[src/rtl/xidoo_pkg.sv]
// Shared types and constants for the xidoo front-panel logic.
// Holds the push-button debouncer state encoding and its default debounce length.
package xidoo_pkg;

   // 10 ms at 50 MHz
   localparam int DEB_DEFAULT = 500000;

   typedef enum logic [1:0] {
      IDLE         = 2'd0,
      PRESS_WAIT   = 2'd1,
      PRESSED      = 2'd2,
      RELEASE_WAIT = 2'd3
   } pb_state_t;

endpackage

[src/rtl/sync2.sv]
// Two-flop synchronizer for asynchronous level inputs.
// Both stages clear to zero on reset.
module sync2 #(
   parameter int W = 1
) (
   input  logic         clk,
   input  logic         rst,
   input  logic [W-1:0] d,
   output logic [W-1:0] q
);

   logic [W-1:0] meta;

   always_ff @(posedge clk or posedge rst) begin
      if (rst) begin
         meta <= '0;
         q    <= '0;
      end else begin
         meta <= d;
         q    <= meta;
      end
   end

endmodule

[src/rtl/pb_conditioner.sv]
// Push-button conditioner: synchronizes Enter and SWT, debounces Enter, and emits one
// registered strobe per accepted press together with the switch value captured at that press.
module pb_conditioner
   import xidoo_pkg::*;
#(
   parameter int DEB_CYCLES = DEB_DEFAULT
) (
   input  logic      CLK,
   input  logic      RST,
   input  logic [7:0] SWT,
   input  logic      Enter,
   output logic [7:0] SWT_Q,
   output logic      EnterPulse,
   output logic      Held,
   output pb_state_t state_dbg
);

   localparam int CW = $clog2(DEB_CYCLES) + 1;
   localparam logic [CW-1:0] CNT_LAST = CW'(DEB_CYCLES - 1);
   localparam logic [CW-1:0] CNT_MAX  = '1;
   localparam logic [CW-1:0] CNT_ONE  = CW'(1);

   logic       enter_s;
   logic [7:0] swt_s;

   sync2 #(.W(1)) u_sync_enter (.clk(CLK), .rst(RST), .d(Enter), .q(enter_s));
   sync2 #(.W(8)) u_sync_swt   (.clk(CLK), .rst(RST), .d(SWT),   .q(swt_s));

   pb_state_t     state, state_nxt;
   logic [CW-1:0] cnt, cnt_nxt, cnt_inc;
   logic          accept;

   assign cnt_inc = (cnt == CNT_MAX) ? cnt : cnt + CNT_ONE;

   always_comb begin
      state_nxt = state;
      cnt_nxt   = cnt;
      accept    = 1'b0;
      unique case (state)
         IDLE: begin
            if (enter_s) begin
               cnt_nxt   = CNT_ONE;
               state_nxt = PRESS_WAIT;
            end
         end
         PRESS_WAIT: begin
            if (!enter_s) begin
               state_nxt = IDLE;
            end else if (cnt == CNT_LAST) begin
               state_nxt = PRESSED;
               accept    = 1'b1;
            end else begin
               cnt_nxt = cnt_inc;
            end
         end
         PRESSED: begin
            if (!enter_s) begin
               cnt_nxt   = CNT_ONE;
               state_nxt = RELEASE_WAIT;
            end
         end
         RELEASE_WAIT: begin
            // a high sample here is release bounce: back to PRESSED without a new strobe
            if (enter_s) begin
               state_nxt = PRESSED;
            end else if (cnt == CNT_LAST) begin
               state_nxt = IDLE;
            end else begin
               cnt_nxt = cnt_inc;
            end
         end
         default: state_nxt = RELEASE_WAIT;
      endcase
   end

   // Reset lands in RELEASE_WAIT so a button held through reset must be released first.
   always_ff @(posedge CLK or posedge RST) begin
      if (RST) begin
         state      <= RELEASE_WAIT;
         cnt        <= '0;
         EnterPulse <= 1'b0;
         SWT_Q      <= 8'h00;
      end else begin
         state      <= state_nxt;
         cnt        <= cnt_nxt;
         EnterPulse <= accept;
         if (accept) begin
            SWT_Q <= swt_s;
         end
      end
   end

   assign Held      = (state == PRESSED) || (state == RELEASE_WAIT);
   assign state_dbg = state;

endmodule

[config.mk]
export PLATFORM = sky130hd
export DESIGN_NAME = pb_conditioner
export DESIGN_NICKNAME = d
export VERILOG_FILES = /design/src/rtl/xidoo_pkg.sv /design/src/rtl/sync2.sv /design/src/rtl/pb_conditioner.sv
export SDC_FILE = /design/constraint.sdc
export NUM_CORES = 1
export LEC_CHECK = 0
export CAP_MARGIN = 20
export CORE_MARGIN = 4
export CORE_UTILIZATION = 40
export DETAILED_ROUTE_END_ITERATION = 16
export PLACE_DENSITY = 0.7
export SLEW_MARGIN = 20
export SYNTH_ARGS = -nofsm -noshare
export SYNTH_HDL_FRONTEND = slang
export SYNTH_SLANG_ARGS = --single-unit
export TNS_END_PERCENT = 20
[constraint.sdc]
create_clock -name CLK -period 3.1 [get_ports CLK]
set_clock_uncertainty 0.2 [all_clocks]
set_input_delay 0.62 -clock CLK [delete_from_list [all_inputs] [get_ports CLK]]
set_output_delay 0.62 -clock CLK [all_outputs]
set_load 0.02 [all_outputs]
# Word-level counts from Yosys, hierarchy flattened
# Index checks and enable logic that the tools add are counted.
# totals
ram_bits	0
n_memories	0
inputBits	11
out_inout_bits	12
latch_bits	0
romBits	0
word_cells	41
ff_bits	49
# classes
n_eq_ne	11
shift	0
magnitude_cmp	0
n_div	0
mul	0
n_reduce_logical	4
bitwise	0
addsub	1
muxes	17
# ops
op	n
$mux W20	6
$pmux W20 S4	1
$add A20 B1 Y20 const B	1
$eq A20 B19 Y1 const B	1
$eq A20 B20 Y1 const B	1
$mux W2	6
$pmux W2 S4	1
$reduce_and A4 Y1	2
$eq A2 B2 Y1 const B	2
$ne A2 B1 Y1 const B	2
$ne A2 B2 Y1 const B	2
$mux W1	3
$ne A3 B2 Y1 const B	1
$ne A3 B3 Y1 const B	1
$eq A2 B1 Y1 const B	1
$logic_not A2 Y1	1
$logic_or A1 B1 Y1	1

# Logic depth before layout (Yosys ltp)
# logic_depth
ltp_word	5
mapped_depth	9
ltp_nobuf	6

# Hierarchy
# From an unflattened synthesis, not the netlist that was laid out.
# hier_totals
cells_unflattened	180
area_unflattened_um2	2134.5
# modules_own_cells
mod	cells_each	seq_area_each_um2	instances	area_each_um2
pb_conditioner	160	778.2	1	1676.6
sync2 at u_sync_swt	17	400.4	1	404.1
sync2 at u_sync_enter	3	50.0	1	53.8

# Worst setup path after synthesis
# No wires, ideal clock.
# synth_path
path_type	reg2reg
from	reg cnt[0]
to	reg cnt[3]
setup_time_ns	0.140
path_stages_with_launch	10
required_ns	2.760
path_buffers	3
synth_period_minus_slack_ns	2.174
t_arrival_ns	1.834
path_slack_ns	0.926
path_cell_list	dfrtp_1 ha_1 and4_1 buf_2 nand4_2 o22ai_1 buf_2 buf_6 o311ai_0 o41ai_1
# synth_between
elab_chain_len	5
elab_cells_between_ends	8
cone_classes	add/sub: 1; eq/ne: 2; mux: 5
# synth_lines
element	line	source
from (decl)	pb_conditioner.sv:30	logic [CW-1:0] cnt, cnt_nxt, cnt_inc;
from (signal assigned)	pb_conditioner.sv:85	cnt <= cnt_nxt;
$add A20 B1 Y20 or $eq A20 B20 Y1 (tied branches)	pb_conditioner.sv:33	assign cnt_inc = (cnt == CNT_MAX) ? cnt : cnt + CNT_ONE;
$mux W20	pb_conditioner.sv:33	
$mux W20 (*)	pb_conditioner.sv:49, pb_conditioner.sv:66	
$mux W20 (on tied branches)	pb_conditioner.sv:64, pb_conditioner.sv:47	
$pmux W20 S4 (*)	pb_conditioner.sv:39	unique case (state)
# Every way passes the cells marked *; elsewhere a longest branch is shown, timed or not. The select of a mux whose other input is x is not followed.
# A chain may end at the register's enable or synchronous reset.

# Worst setup path in the final report
# Same ends and word-level chain as after synthesis.

==> run summary <==
The average detailed-routed wire length per instance came out at roughly 15 um. The count of unique library cells instantiated by Yosys came out at between 40 and 50. The number of buffers inserted to repair setup after CTS came out at 0. The synthesis-stage register bit count is 49. Among all flip-flop cells after synthesis, the most frequent one is dfrtp_1. The synthesis-to-layout area growth is 17.8%. The count of cells resized by post-cts repair came out at 0. The post-synth design cell area is ~2200 um^2. The CTS clock-pin slew for the worst setup and hold paths came out at roughly 0.09 ns. The placer's final routability congestion estimate came out at around 0.83. Setup violations remaining at the end of the flow were counted as 0. The time the final worst path needs with I/O delays and setup is around 2.6 ns. The first-pass GRT wire length came out at 7250 um. The setup TNS came out at 0 ns. Global routing consumed, over all layers together, roughly 14% of the routing resources.

For the pin with the worst max-slew slack, the measured transition is roughly 0.86 ns. The quantity of hold-fixing buffers added after cts came out at 0. The run finished with clean final reports. The clock insertion delay at the later pin of the skew report came out at ~0.30 ns. Sorting the synthesized cells by area gives the leading types as dfrtp_1, o311ai_0, nand2_1. The maximum count of clock buffers along a single path came out at 2. The maximum number of pins on one net before global-route repair is 27.

The nature of the critical path startpoint is a flop. The count of maximum capacitance violations came out at 0. The floorplan die width is around 82 um.

The worst pin sits at a relative slew slack of around two fifths. The share of the yosys chip area belonging to registers is ~56%. The initial detailed-routing violation count came out at between 100 and 150. Dividing the detail-routed via count by the number of cells gives approximately 5.5.

The initial antenna violation count came out at 0. The data required time of the worst path is around 3.1 ns. The final routed wirelength across all metal layers came out at about 4300 um. In this run the worst path has a maximum fanout of 11. The via count of the first global-routing pass came out at between 1000 and 1500. 23 I/O pins were placed. The effective utilization at floorplan is 42.1%. The fraction of final layout cells sized beyond drive strength 1 is around 12%. The leakage power total is around 0.0011 uW. The total CTS buffers is 5. The die covers ~6700 um^2. The post-synthesis instance total came out at roughly 190. The number of nets handed over by synthesis was 201.

The worst hold path belongs to the class flop to flop. TritonCTS built the clock tree. The first-pass detailed-route iteration total came out at 4. The number of slew-limit violations in the final report is 0. The critical path in this run is classified as flop to flop.

Measured on the finished design, the core utilization comes to approximately half. CTS built an H-tree with a depth of 2. The count of standard-cell rows is 26. The sequential standard cell area came out at between 1000 and 1500 um^2. The sink count of the clock tree is 49.

The final routed DRC violation total is 0. The post-synthesis async set-or-reset flop share is 100%. The count of flip-flops with a built-in enable after synthesis came out at 0. The number of warnings issued by yosys is 0. The maximum clock rate came out at between 300 and 400 MHz. The count of buffers from port buffering came out at 22.

The HPWL after detailed placement is a little over 3000 um. The number of nets in the layout is between 200 and 250. Power spread over the standard cell area amounts to 461 nW/um^2.

The number of hold violations in the final report is 0. The fill cell instance count of the final layout is about 500. The mean area per synthesized cell came out at between 10 and 15 um^2. The maximum resistive drop on vdd is about 0.4 mV. The number of antenna repair diodes came out at 0. After floorplanning, the core was sized to cover roughly 5200 um^2.

The share of the cycle needed by the critical path after routing came out at a little under nine tenths. The area used by multi-input combinational logic is around 870 um^2. The portion of synthesized cell area occupied by the leading cell type is a little over half. STA classifies the critical path endpoint as a flop.

In this run the clock root is driven by a clkbuf_8. The count of vias placed by the detailed router came out at about 1600. Setup repair after global routing left no endpoint under its margin. The post-detailed-route count of antenna-violating nets came out at 0. The global-route congestion overflow total is 0. The arrival time of data at the critical path endpoint came out at approximately 2.6 ns. The synthesized design spends more area on one cell type than any other, namely dfrtp_1. The height of the chip came out at 82.0 um.
metrics by stage:
stage	hold WS, ns	std cells	worst slack [ns]	power, uW	instance area (um^2)
3_5_place_dp	0.135	274	0.493	749	2470
4_1_cts	0.149	282	0.451	1200	2580
5_1_grt	0.154	282	0.222	1250	2580
2_1_floorplan	0.131	189	0.926	718	2190
6_report	0.145	282	0.453	1190	2580
3_3_place_gp	0.132	274	0.577	747	2470
cell usage in the layout, fill, tap and decap left out, drive strengths merged, types with 4 or more instances in the layout:
| cell type | count |
|---|---|
| and4 | 4 |
| clkbuf | 6 |
| clkdlybuf4s50 | 22 |
| dfrtp | 47 |
| inv | 9 |
| mux2 | 10 |
| nand2 | 21 |
| nand3 | 12 |
| nand4 | 7 |
| nor4 | 5 |
| o211ai | 6 |
| o21ai | 4 |
| o311ai | 9 |
| o31ai | 4 |
area by class of cell:
cell class / instances / share of cell area (%)
repair buffers: 25 / 9.88
clock inverters: 2 / 1.50
inverters: 8 / 1.16
flip-flops and latches: 49 / 47.6
multi-input cells: 122 / 33.7
well taps: 70 / 3.39
clock buffers: 6 / 2.81
synthesized netlist by cell type, types with 2 or more instances:
library cell	number
a21oi_1	3
a31oi_1	2
and3_1	3
and4_1	4
buf_2	3
buf_6	3
clkbuf_1	4
dfrtp_1	47
dfstp_2	2
inv_1	8
mux2_1	6
mux2_2	4
nand2_1	20
nand3_1	12
nand4_1	5
nand4_2	2
nor2_1	3
nor3_1	2
nor4_1	5
nor4b_2	2
o211ai_1	6
o21ai_0	4
o22ai_1	2
o311ai_0	9
o31ai_1	4
o41ai_1	2
or2_1	2
or3_1	3
or4_1	2
per-layer routing:
| metal | up-vias | GRT usage (%) | share of wire, % |
|---|---|---|---|
| met4 | 0 | 4.49 | 1.4 |
| met5 | - | 0 | 0 |
| li1 | 756 | - | - |
| met1 | 760 | 20.0 | 50 |
| met2 | 29 | 21.9 | 45 |
| met3 | 5 | 3.29 | 3.2 |
cells by family (layout without fill, tap and decap cells):
logic type      count (synthesis)  count (layout)  synth area share [%]
flops                          49              49                  56.1
xor+xnor                        3               3                  1.54
fa+ha+maj                       1               1                 0.571
compound gates                 34              34                  11.4
buf+inv                        18              41                  4.28
mux                            10              10                  5.14
simple gates                   74              74                  21.1
flip-flops by register name, indices dropped and copies added (netlist names), named ones only:
| register | cells |
|---|---|
| SWT_Q | 8 |
| state_dbg | 1 |
| EnterPulse | 1 |
| u_sync_swt.q | 8 |
| u_sync_enter.q | 1 |
| cnt | 20 |
| u_sync_swt.meta | 8 |
| u_sync_enter.meta | 1 |
report_power, final:
group / internal (uW) / leakage [uW] / switching (uW) / total (uW)
registers: 658 / 0.000631 / 14.5 / 672
clock network: 244 / 0.0000558 / 211 / 454
logic: 26.1 / 0.000420 / 37.1 / 63.2
total: 928 / 0.00111 / 262 / 1190
worst max-delay path, cell delays in order, from the launching register on:
cell and delay [ns]:
dfrtp_1 0.41, ha_1 0.23, and4_1 0.37, nand4_2 0.18, o22ai_1 0.62, buf_4 0.30
o311ai_0 0.14, o41ai_1 0.11
path summary, 6_finish.rpt:
path	start	endpoint	slack, ns	cells past startpoint
max in group asynchronous	RST	cnt[1]	1.70	3
worst min register to register	u_sync_swt.meta[0]	u_sync_swt.q[0]	0.14	0
worst max register to register	cnt[0]	cnt[3]	0.45	7
min in group asynchronous	RST	SWT_Q[0]	0.49	2
worst max-delay path	cnt[0]	cnt[3]	0.45	7
worst min-delay path	u_sync_swt.meta[0]	u_sync_swt.q[0]	0.14	0
Power figures use the tool's default switching activity.
